<file path="src/rtl/fork_cond_nch_r1_2ph.sv">
// -----------------------------------------------------------------------------
// fork_cond_nch_r1_2ph
//
// Clocked N-channel conditional fork for single-rail 2-phase (transition)
// channels. One input token (r/a handshake plus data_in) is forwarded to the
// subset of output channels selected by cond. The input acknowledge a toggles
// only after every selected channel has acknowledged.
//
// A 2-phase channel has a token pending when its request differs from its
// acknowledge. Issuing a token means toggling the request. Acknowledging a token
// means toggling the acknowledge.
//
// Parameters
//   NCH    number of output channels (>= 1)
//   WIDTH  data width in bits
//
// Ports
//   clk       clock, rising edge
//   rst       synchronous reset, active-high
//   r         input request (token pending when r != a)
//   a         input acknowledge, toggles once per consumed token
//   data_in   input data, valid while the input token is pending
//   cond      per-channel select, sampled together with the token
//   r_ch      per-channel request; bit i toggles to issue on channel i
//   a_ch      per-channel acknowledge; channel i idle when a_ch[i] == r_ch[i]
//   data_out  registered copy of data_in, held from fork until a toggles
//   busy      1 while waiting for the selected channels to acknowledge
//   err       sticky protocol-error flag, cleared only by rst
//
// Optional build macro
//   FORK_COND_SYNC_EN  when defined, r and every a_ch[i] pass through 2-flop
//                      synchronisers before use. Both handshake latencies then
//                      grow from 1 to 3 cycles. err is judged on the
//                      synchronised values.
// -----------------------------------------------------------------------------
module fork_cond_nch_r1_2ph #(
  parameter int NCH   = 2,
  parameter int WIDTH = 8
) (
  input  logic             clk,
  input  logic             rst,
  input  logic             r,
  output logic             a,
  input  logic [WIDTH-1:0] data_in,
  input  logic [NCH-1:0]   cond,
  output logic [NCH-1:0]   r_ch,
  input  logic [NCH-1:0]   a_ch,
  output logic [WIDTH-1:0] data_out,
  output logic             busy,
  output logic             err
);

  // ---------------------------------------------------------------------------
  // Handshake input conditioning
  // ---------------------------------------------------------------------------
  logic           r_use;
  logic [NCH-1:0] a_ch_use;

`ifdef FORK_COND_SYNC_EN
  // The synchronisers reset to 0. This matches the environment's
  // return-to-zero after a reset, so no phantom token or acknowledge appears.
  logic [1:0] r_sync_reg;

  always_ff @(posedge clk) begin
    if (rst) begin
      r_sync_reg <= 2'b00;
    end else begin
      r_sync_reg <= {r_sync_reg[0], r};
    end
  end

  assign r_use = r_sync_reg[1];

  generate
    for (genvar gi = 0; gi < NCH; gi++) begin : g_ack_sync
      logic [1:0] ack_sync_reg;

      always_ff @(posedge clk) begin
        if (rst) begin
          ack_sync_reg <= 2'b00;
        end else begin
          ack_sync_reg <= {ack_sync_reg[0], a_ch[gi]};
        end
      end

      assign a_ch_use[gi] = ack_sync_reg[1];
    end
  endgenerate
`else
  assign r_use    = r;
  assign a_ch_use = a_ch;
`endif

  // ---------------------------------------------------------------------------
  // State and registered outputs
  // ---------------------------------------------------------------------------
  typedef enum logic {
    ST_IDLE = 1'b0,
    ST_BUSY = 1'b1
  } state_t;

  state_t           state_reg;
  logic             a_reg;
  logic [NCH-1:0]   r_ch_reg;
  logic [NCH-1:0]   mask_reg;
  logic [WIDTH-1:0] data_reg;
  logic             busy_reg;
  logic             err_reg;

  // ---------------------------------------------------------------------------
  // Per-edge observations
  // ---------------------------------------------------------------------------
  logic           in_pending;   // input token waiting to be forked
  logic [NCH-1:0] outstanding;  // channels whose token is not yet acknowledged
  logic [NCH-1:0] stray_ack;    // activity on channels this token did not select
  logic           all_idle;
  logic           cond_any;

  assign in_pending  = r_use ^ a_reg;
  assign outstanding = r_ch_reg ^ a_ch_use;
  assign stray_ack   = outstanding & ~mask_reg;
  assign all_idle    = (outstanding == '0);
  assign cond_any    = (cond != '0);

  // Protocol errors.
  // In IDLE, every channel must be idle; any difference is a spurious
  // acknowledge. In BUSY, only the channels chosen at fork time may have a
  // token outstanding. These flags never influence sequencing.
  logic err_set;

  always_comb begin
    err_set = 1'b0;
    case (state_reg)
      ST_IDLE: err_set = !all_idle;
      ST_BUSY: err_set = (stray_ack != '0);
      default: err_set = 1'b0;
    endcase
  end

  // ---------------------------------------------------------------------------
  // Fork sequencer
  // ---------------------------------------------------------------------------
  always_ff @(posedge clk) begin
    if (rst) begin
      state_reg <= ST_IDLE;
      a_reg     <= 1'b0;
      r_ch_reg  <= '0;
      mask_reg  <= '0;
      data_reg  <= '0;
      busy_reg  <= 1'b0;
      err_reg   <= 1'b0;
    end else begin
      err_reg <= err_reg | err_set;

      case (state_reg)
        ST_IDLE: begin
          if (in_pending) begin
            // Latch cond and data with the token. Later changes on those
            // inputs cannot disturb a fork already in flight.
            mask_reg <= cond;
            data_reg <= data_in;
            r_ch_reg <= r_ch_reg ^ cond;
            if (cond_any) begin
              busy_reg  <= 1'b1;
              state_reg <= ST_BUSY;
            end else begin
              // Nothing selected: consume the token immediately.
              a_reg <= ~a_reg;
            end
          end
        end

        ST_BUSY: begin
          // Completion needs every channel idle, not only the masked ones.
          // A stray acknowledge on an unselected channel therefore holds off
          // a until it is withdrawn, and it is also flagged in err.
          // An extra r toggle seen here is ignored. It becomes pending only
          // after a toggles and the sequencer is back in IDLE.
          if (all_idle) begin
            a_reg     <= ~a_reg;
            busy_reg  <= 1'b0;
            state_reg <= ST_IDLE;
          end
        end

        default: begin
          state_reg <= ST_IDLE;
          busy_reg  <= 1'b0;
        end
      endcase
    end
  end

  // ---------------------------------------------------------------------------
  // Outputs come straight from registers
  // ---------------------------------------------------------------------------
  assign a        = a_reg;
  assign r_ch     = r_ch_reg;
  assign data_out = data_reg;
  assign busy     = busy_reg;
  assign err      = err_reg;

endmodule

</file>
<file path="config.mk">
export PLATFORM = sky130hd
export DESIGN_NAME = fork_cond_nch_r1_2ph
export DESIGN_NICKNAME = d
export VERILOG_FILES = /design/src/rtl/fork_cond_nch_r1_2ph.sv
export SDC_FILE = /design/constraint.sdc
export NUM_CORES = 1
export LEC_CHECK = 0
export ABC_AREA = 1
export CAP_MARGIN = 40
export CORE_AREA = 2 2 42 44
export CTS_BUF_LIST = sky130_fd_sc_hd__clkbuf_8
export DETAILED_ROUTE_END_ITERATION = 12
export DIE_AREA = 0 0 44 46
export HOLD_SLACK_MARGIN = 0.02
export PLACE_DENSITY = 0.81
export SYNTH_ARGS = -nofsm -noshare
export SYNTH_HDL_FRONTEND = slang
export SYNTH_SLANG_ARGS = --single-unit
</file>
<file path="constraint.sdc">
create_clock -name clk -period 1.37 [get_ports clk]
set_input_delay 0.274 -clock clk [delete_from_list [all_inputs] [get_ports clk]]
set_output_delay 0.274 -clock clk [all_outputs]
set_load 0.005 [all_outputs]
</file>
# Yosys cells after proc, flatten, opt, wreduce, memory -nomap -nowiden

Index checks and enable logic that the tools add are counted.

Flip-flop bits (word level): 16

Bitwise logic cells: 8
Reductions and logical operators: 7
Mux-type cells: 13
Equal/unequal tests: 4

Operators with widths:

| operator           | count |
|---|---|
| $mux 1             | 9 |
| $pmux 1 s2         | 4 |
| $ne 2x2->1 const B | 3 |
| $reduce_and 3->1   | 2 |
| $reduce_bool 2->1  | 2 |
| $xor 2x2->2        | 2 |
| $and 2x2->2        | 1 |
| $logic_not 2->1    | 1 |
| $ne 2x1->1 const B | 1 |
| $not 1->1          | 2 |
| $not 2->2          | 1 |
| $reduce_and 2->1   | 1 |
| $logic_not 1->1    | 1 |
| $or 1x1->1         | 1 |
| $xor 1x1->1        | 1 |

# Logic depth before layout (Yosys ltp)

Depth after elaboration: 5
Gate-level depth with buffers: 9
Mapped depth without buffers: 8

# Worst setup path before layout

Ideal clock, no wire load.

Path kind: reg2reg
From: register a_reg (netlist: a)
To: register r_ch_reg[1] (netlist: r_ch[1])
Library setup time: 0.113 ns
Cell stages (with the launch flop): 9
Slack: 0.385 ns
Buffers on the path: 1
Data arrival time: 0.873 ns
Required time: 1.257 ns
Clock period less this slack: 0.985 ns
Path through: dfxtp_1 -> inv_2 -> nand2_2 -> nand3_2 -> inv_2 -> buf_6 -> nand2_2 -> nor2_1 -> nor2_1

Longest elaborated chain between the ends: 2

Ends and longest elaborated chain:

| what                       | line | source |
|---|---|---|
| start: declaration         | 103  | `logic a_reg;` |
| start signal: assignment   | 168  | `a_reg <= ~a_reg;` |
| start signal: assignment   | 180  | `a_reg <= ~a_reg;` |
| $xor 1x1->1                | 119  | `assign in_pending = r_use ^ a_reg;` |
| $reduce_and 2->1 (no line) | --   |  |
| end signal: assignment     | 162  | `r_ch_reg <= r_ch_reg ^ cond;` |
| end: declaration           | 104  | `logic [NCH-1:0] r_ch_reg;` |

Every way passes these cells.
A chain may end at the register's enable or synchronous reset.

# Final worst setup path

From: register r_ch_reg[0] (netlist: r_ch[0])
To: output port r_ch[0]

RTL lines:

| what             | line | source |
|---|---|---|
| end: declaration | 46   | `output logic [NCH-1:0] r_ch,` |

No word-level cell between the ends.

==> results by stage <==
Critical path:
- The critical path is of the flop to primary output type.
- The capturing element type of the critical path is a primary output.
- The maximum fanout along the worst path is 3.
- On the critical path the largest part of the delay comes from buffers and inverters.
- The library cell contributing the largest single delay on the critical path is sky130_fd_sc_hd__clkdlybuf4s50_1.
- For this run, the slowest stage of the critical path takes 0.49 ns.
- STA puts the critical path data arrival time at 1.07 ns.
- The critical path required time is 1.10 ns.
- The count of buffering cells on the critical path with inverters included is 1.
- The signal on the critical path passes through clkdlybuf4s50_1.
- The kind of start point of the critical path is a flop.

Global routing:
- Global routing used 19.9% of the available met1 tracks.
- The number of antenna violations at the first check in global routing came to 0.
- The global-route wire length before repair is 2370 um.
- The met2 global-route usage is 27.4%.
- The met3 track utilization from global routing is 3.57%.
- The via count of the first global-routing pass is 577.
- Global routing finished with a remaining overflow of 0.
- The maximum number of pins on one net before global-route repair is 12.
- Global routing consumed, over all layers together, 16.5% of the routing resources.
- The peak-usage layer in the global routing report is met2.

Pwr:
- The portion of total power attributed to combinational logic is 26.4%.
- For this design the static power due to leakage is 0.638 nW.
- The part of the total power dissipated in sequential elements is 42.5%.
- The switching fraction of total power is 25.5%.
- The share of total power dissipated in the clock network is 31.1%.
- The internal power of the cells is 0.974 mW.
- The switching power is 0.333 mW.
- Power spread over the standard cell area amounts to 1200 nW/um2.
- The worst-case IR drop observed on VDD is 0.635 mV.

STA:
- After layout, the minimum clock period comes to 1.34 ns.
- The count of final max-slew check failures is 0.
- The final period utilization is 97.8%.
- Across the routed clock network, the largest skew measured is 0.00246 ns.
- The total count of hold-check failures in the final report came to 0.
- The max-slew headroom at the worst pin is 80.8%.
- The number of failing setup endpoints in the final timing report is 0.
- Once routing completed, OpenROAD measured the worst setup slack at 0.0298 ns.
- Derived from the worst setup path, the maximum achievable clock frequency is 746 MHz.
- Setup repair after global routing left no endpoint under its margin.
- At the pin with the least slew margin, the transition time is 0.288 ns.

Clock tree:
- The clock net sink count is 16.
- The number of clock buffers inserted by TritonCTS is 3.
- After clock tree synthesis, the clock-pin slew on the worst setup and hold paths is 0.06 ns.
- For the worst-skew pair, the clock arrives at the later sink with an insertion delay of 0.24 ns.
- The number of post-CTS setup repair buffers is 0.
- In this run, post-CTS hold repair placed 0 buffers.
- The number of H-tree levels is 1.
- The cell at the root of the clock tree is sky130_fd_sc_hd__clkbuf_8.
- The number of gates resized after cts is 3.
- The clock tree from TritonCTS is yes.
- The maximum number of buffers from clock root to sink is 2.

Logic synthesis:
- The number of nets handed over by synthesis was 113.
- For this run, the register share of the synthesized area comes to 47.4%.
- Yosys mapped the design onto 14 distinct sky130hd cell types.
- After synthesis the netlist holds a flip-flop and latch count of 16.
- Counting every instance in the synthesized netlist gives 98.
- The mean cell area of the mapped netlist is 6.89 um2.
- The netlist area before placement is 676 um2.
- The Yosys step of the flow raised 0 warnings.

Layout:
- The post-synthesis to final-layout area growth is 61.1%.
- In the final layout, the share of cells above drive strength 1 is 13.8%.
- The final layout net count is 146.
- The library cell used most frequently in the layout, excluding fill and tap cells, is sky130_fd_sc_hd__nor2_1.
- The register with the most flip-flops in the layout has 8 of them.
- The top cell types in the final layout, fill and taps aside, are sky130_fd_sc_hd__nor2_1, sky130_fd_sc_hd__nand2_1, sky130_fd_sc_hd__clkdlybuf4s50_1.
- The finished cells cover 1090 um2.
- The utilization after layout is 67.4%.
- 0 antenna diodes ended up in the layout.

Placed design:
- OpenSTA, run right after detailed placement, puts the worst setup slack at -0.0765 ns.
- The placed instances occupy a cell area of 1000 um2.
- The routability-driven placement congestion ratio is 0.738.
- The total half-perimeter wirelength after legalization and detailed placement is 1110 um.
- The quantity of I/O buffers inserted on ports is 27.

Worst hold path:
- The worst min-delay path class is flop to flop.

Floorplan:
- The horizontal extent of the die is 44 um.
- Measured along the y axis, the die boundary spans 46 um.
- In this run the standard cell core region covers 1610 um2.
- The initial utilization of the core area, before any placement, comes to 41.9%.
- The row count is 15.
- The count of boundary I/O pins is 28.
- The area enclosed by the die boundary is 2020 um2.

Detailed routing:
- The final antenna-violating net count is 0.
- For this run, the detailed router's first-pass iteration total came to 4.
- After detailed routing, the average wire length per cell comes to 10.2 um.
- The first routing iteration left 16 violations.
- After detailed routing, the number of remaining DRC violations is 0.
- Dividing the detail-routed via count by the number of cells gives 4.88.
- The detailed-route wire length is 1510 um.
- The total number of vias is 717.

Status:
- The run finished with clean final reports.

Run:
- Max-cap violations in this run came to 0.
## stage by stage
stage          power, mW  TNS [ns]  hold WS [ns]  std cells
3_5_place_dp       0.920    -0.687         0.451        143
5_1_grt             1.39         0         0.495        147
3_3_place_gp       0.914    -0.507         0.451        143
6_report            1.31         0         0.460        147
2_1_floorplan      0.725         0         0.343         98
4_1_cts             1.34         0         0.462        147
## layout make-up
| class | instances | area [um2] |
|---|---|---|
| Clock buffer | 4 | 55.1 |
| Fill cell | 130 | 526 |
| Inverter | 12 | 45.0 |
| Multi-Input combinational cell | 67 | 289 |
| Sequential cell | 16 | 325 |
| Tap cell | 17 | 21.3 |
| Timing Repair Buffer | 31 | 353 |
## final timing paths
kind | startpoint | to | slack (ns) | cells after the start
max | r_ch[0]$_SDFFE_PP0P_ | r_ch[0] | 0.03 | 1
max reg2reg | a$_SDFFE_PP0P_ | data_out[4]$_SDFFE_PP0P_ | 0.32 | 6
min reg2reg | mask_reg[0]$_SDFFE_PP0P_ | mask_reg[0]$_SDFFE_PP0P_ | 0.46 | 2
min | mask_reg[0]$_SDFFE_PP0P_ | mask_reg[0]$_SDFFE_PP0P_ | 0.46 | 2
## layer usage
metal,up-vias,share of wire [%]
li1,368,-
met1,329,44
met2,18,52
met3,2,3.7
met4,0,1.0
met5,-,0
## power groups by stage
stage	sequential (mW)	combinational, mW	clock [mW]
after floorplan	0.567	0.157	0
after global placement	0.563	0.351	0
after detailed placement	0.565	0.355	0
after CTS	0.558	0.360	0.418
after global routing	0.563	0.388	0.439
final	0.556	0.345	0.406
## synthesized netlist by cell type
cell | n | area [um2]
sky130_fd_sc_hd__buf_6 | 1 | 11.3
sky130_fd_sc_hd__inv_2 | 3 | 11.3
sky130_fd_sc_hd__a21oi_1 | 6 | 30.0
sky130_fd_sc_hd__o21ai_0 | 8 | 40.0
sky130_fd_sc_hd__nand3_2 | 1 | 10.0
sky130_fd_sc_hd__nand4_1 | 1 | 6.26
sky130_fd_sc_hd__nand3_1 | 4 | 20.0
sky130_fd_sc_hd__inv_1 | 9 | 33.8
sky130_fd_sc_hd__nand2_1 | 20 | 75.1
sky130_fd_sc_hd__nand2_2 | 2 | 12.5
sky130_fd_sc_hd__nor2_1 | 24 | 90.1
sky130_fd_sc_hd__dfxtp_1 | 16 | 320
sky130_fd_sc_hd__buf_2 | 2 | 10.0
sky130_fd_sc_hd__o21ai_1 | 1 | 5.00
## cell families after synthesis
group | count (synthesis) | share of synthesized area, %
buf+inv | 15 | 9.81
compound gates | 15 | 11.1
simple gates | 52 | 31.7
flops | 16 | 47.4
Power figures use the tool's default switching activity.
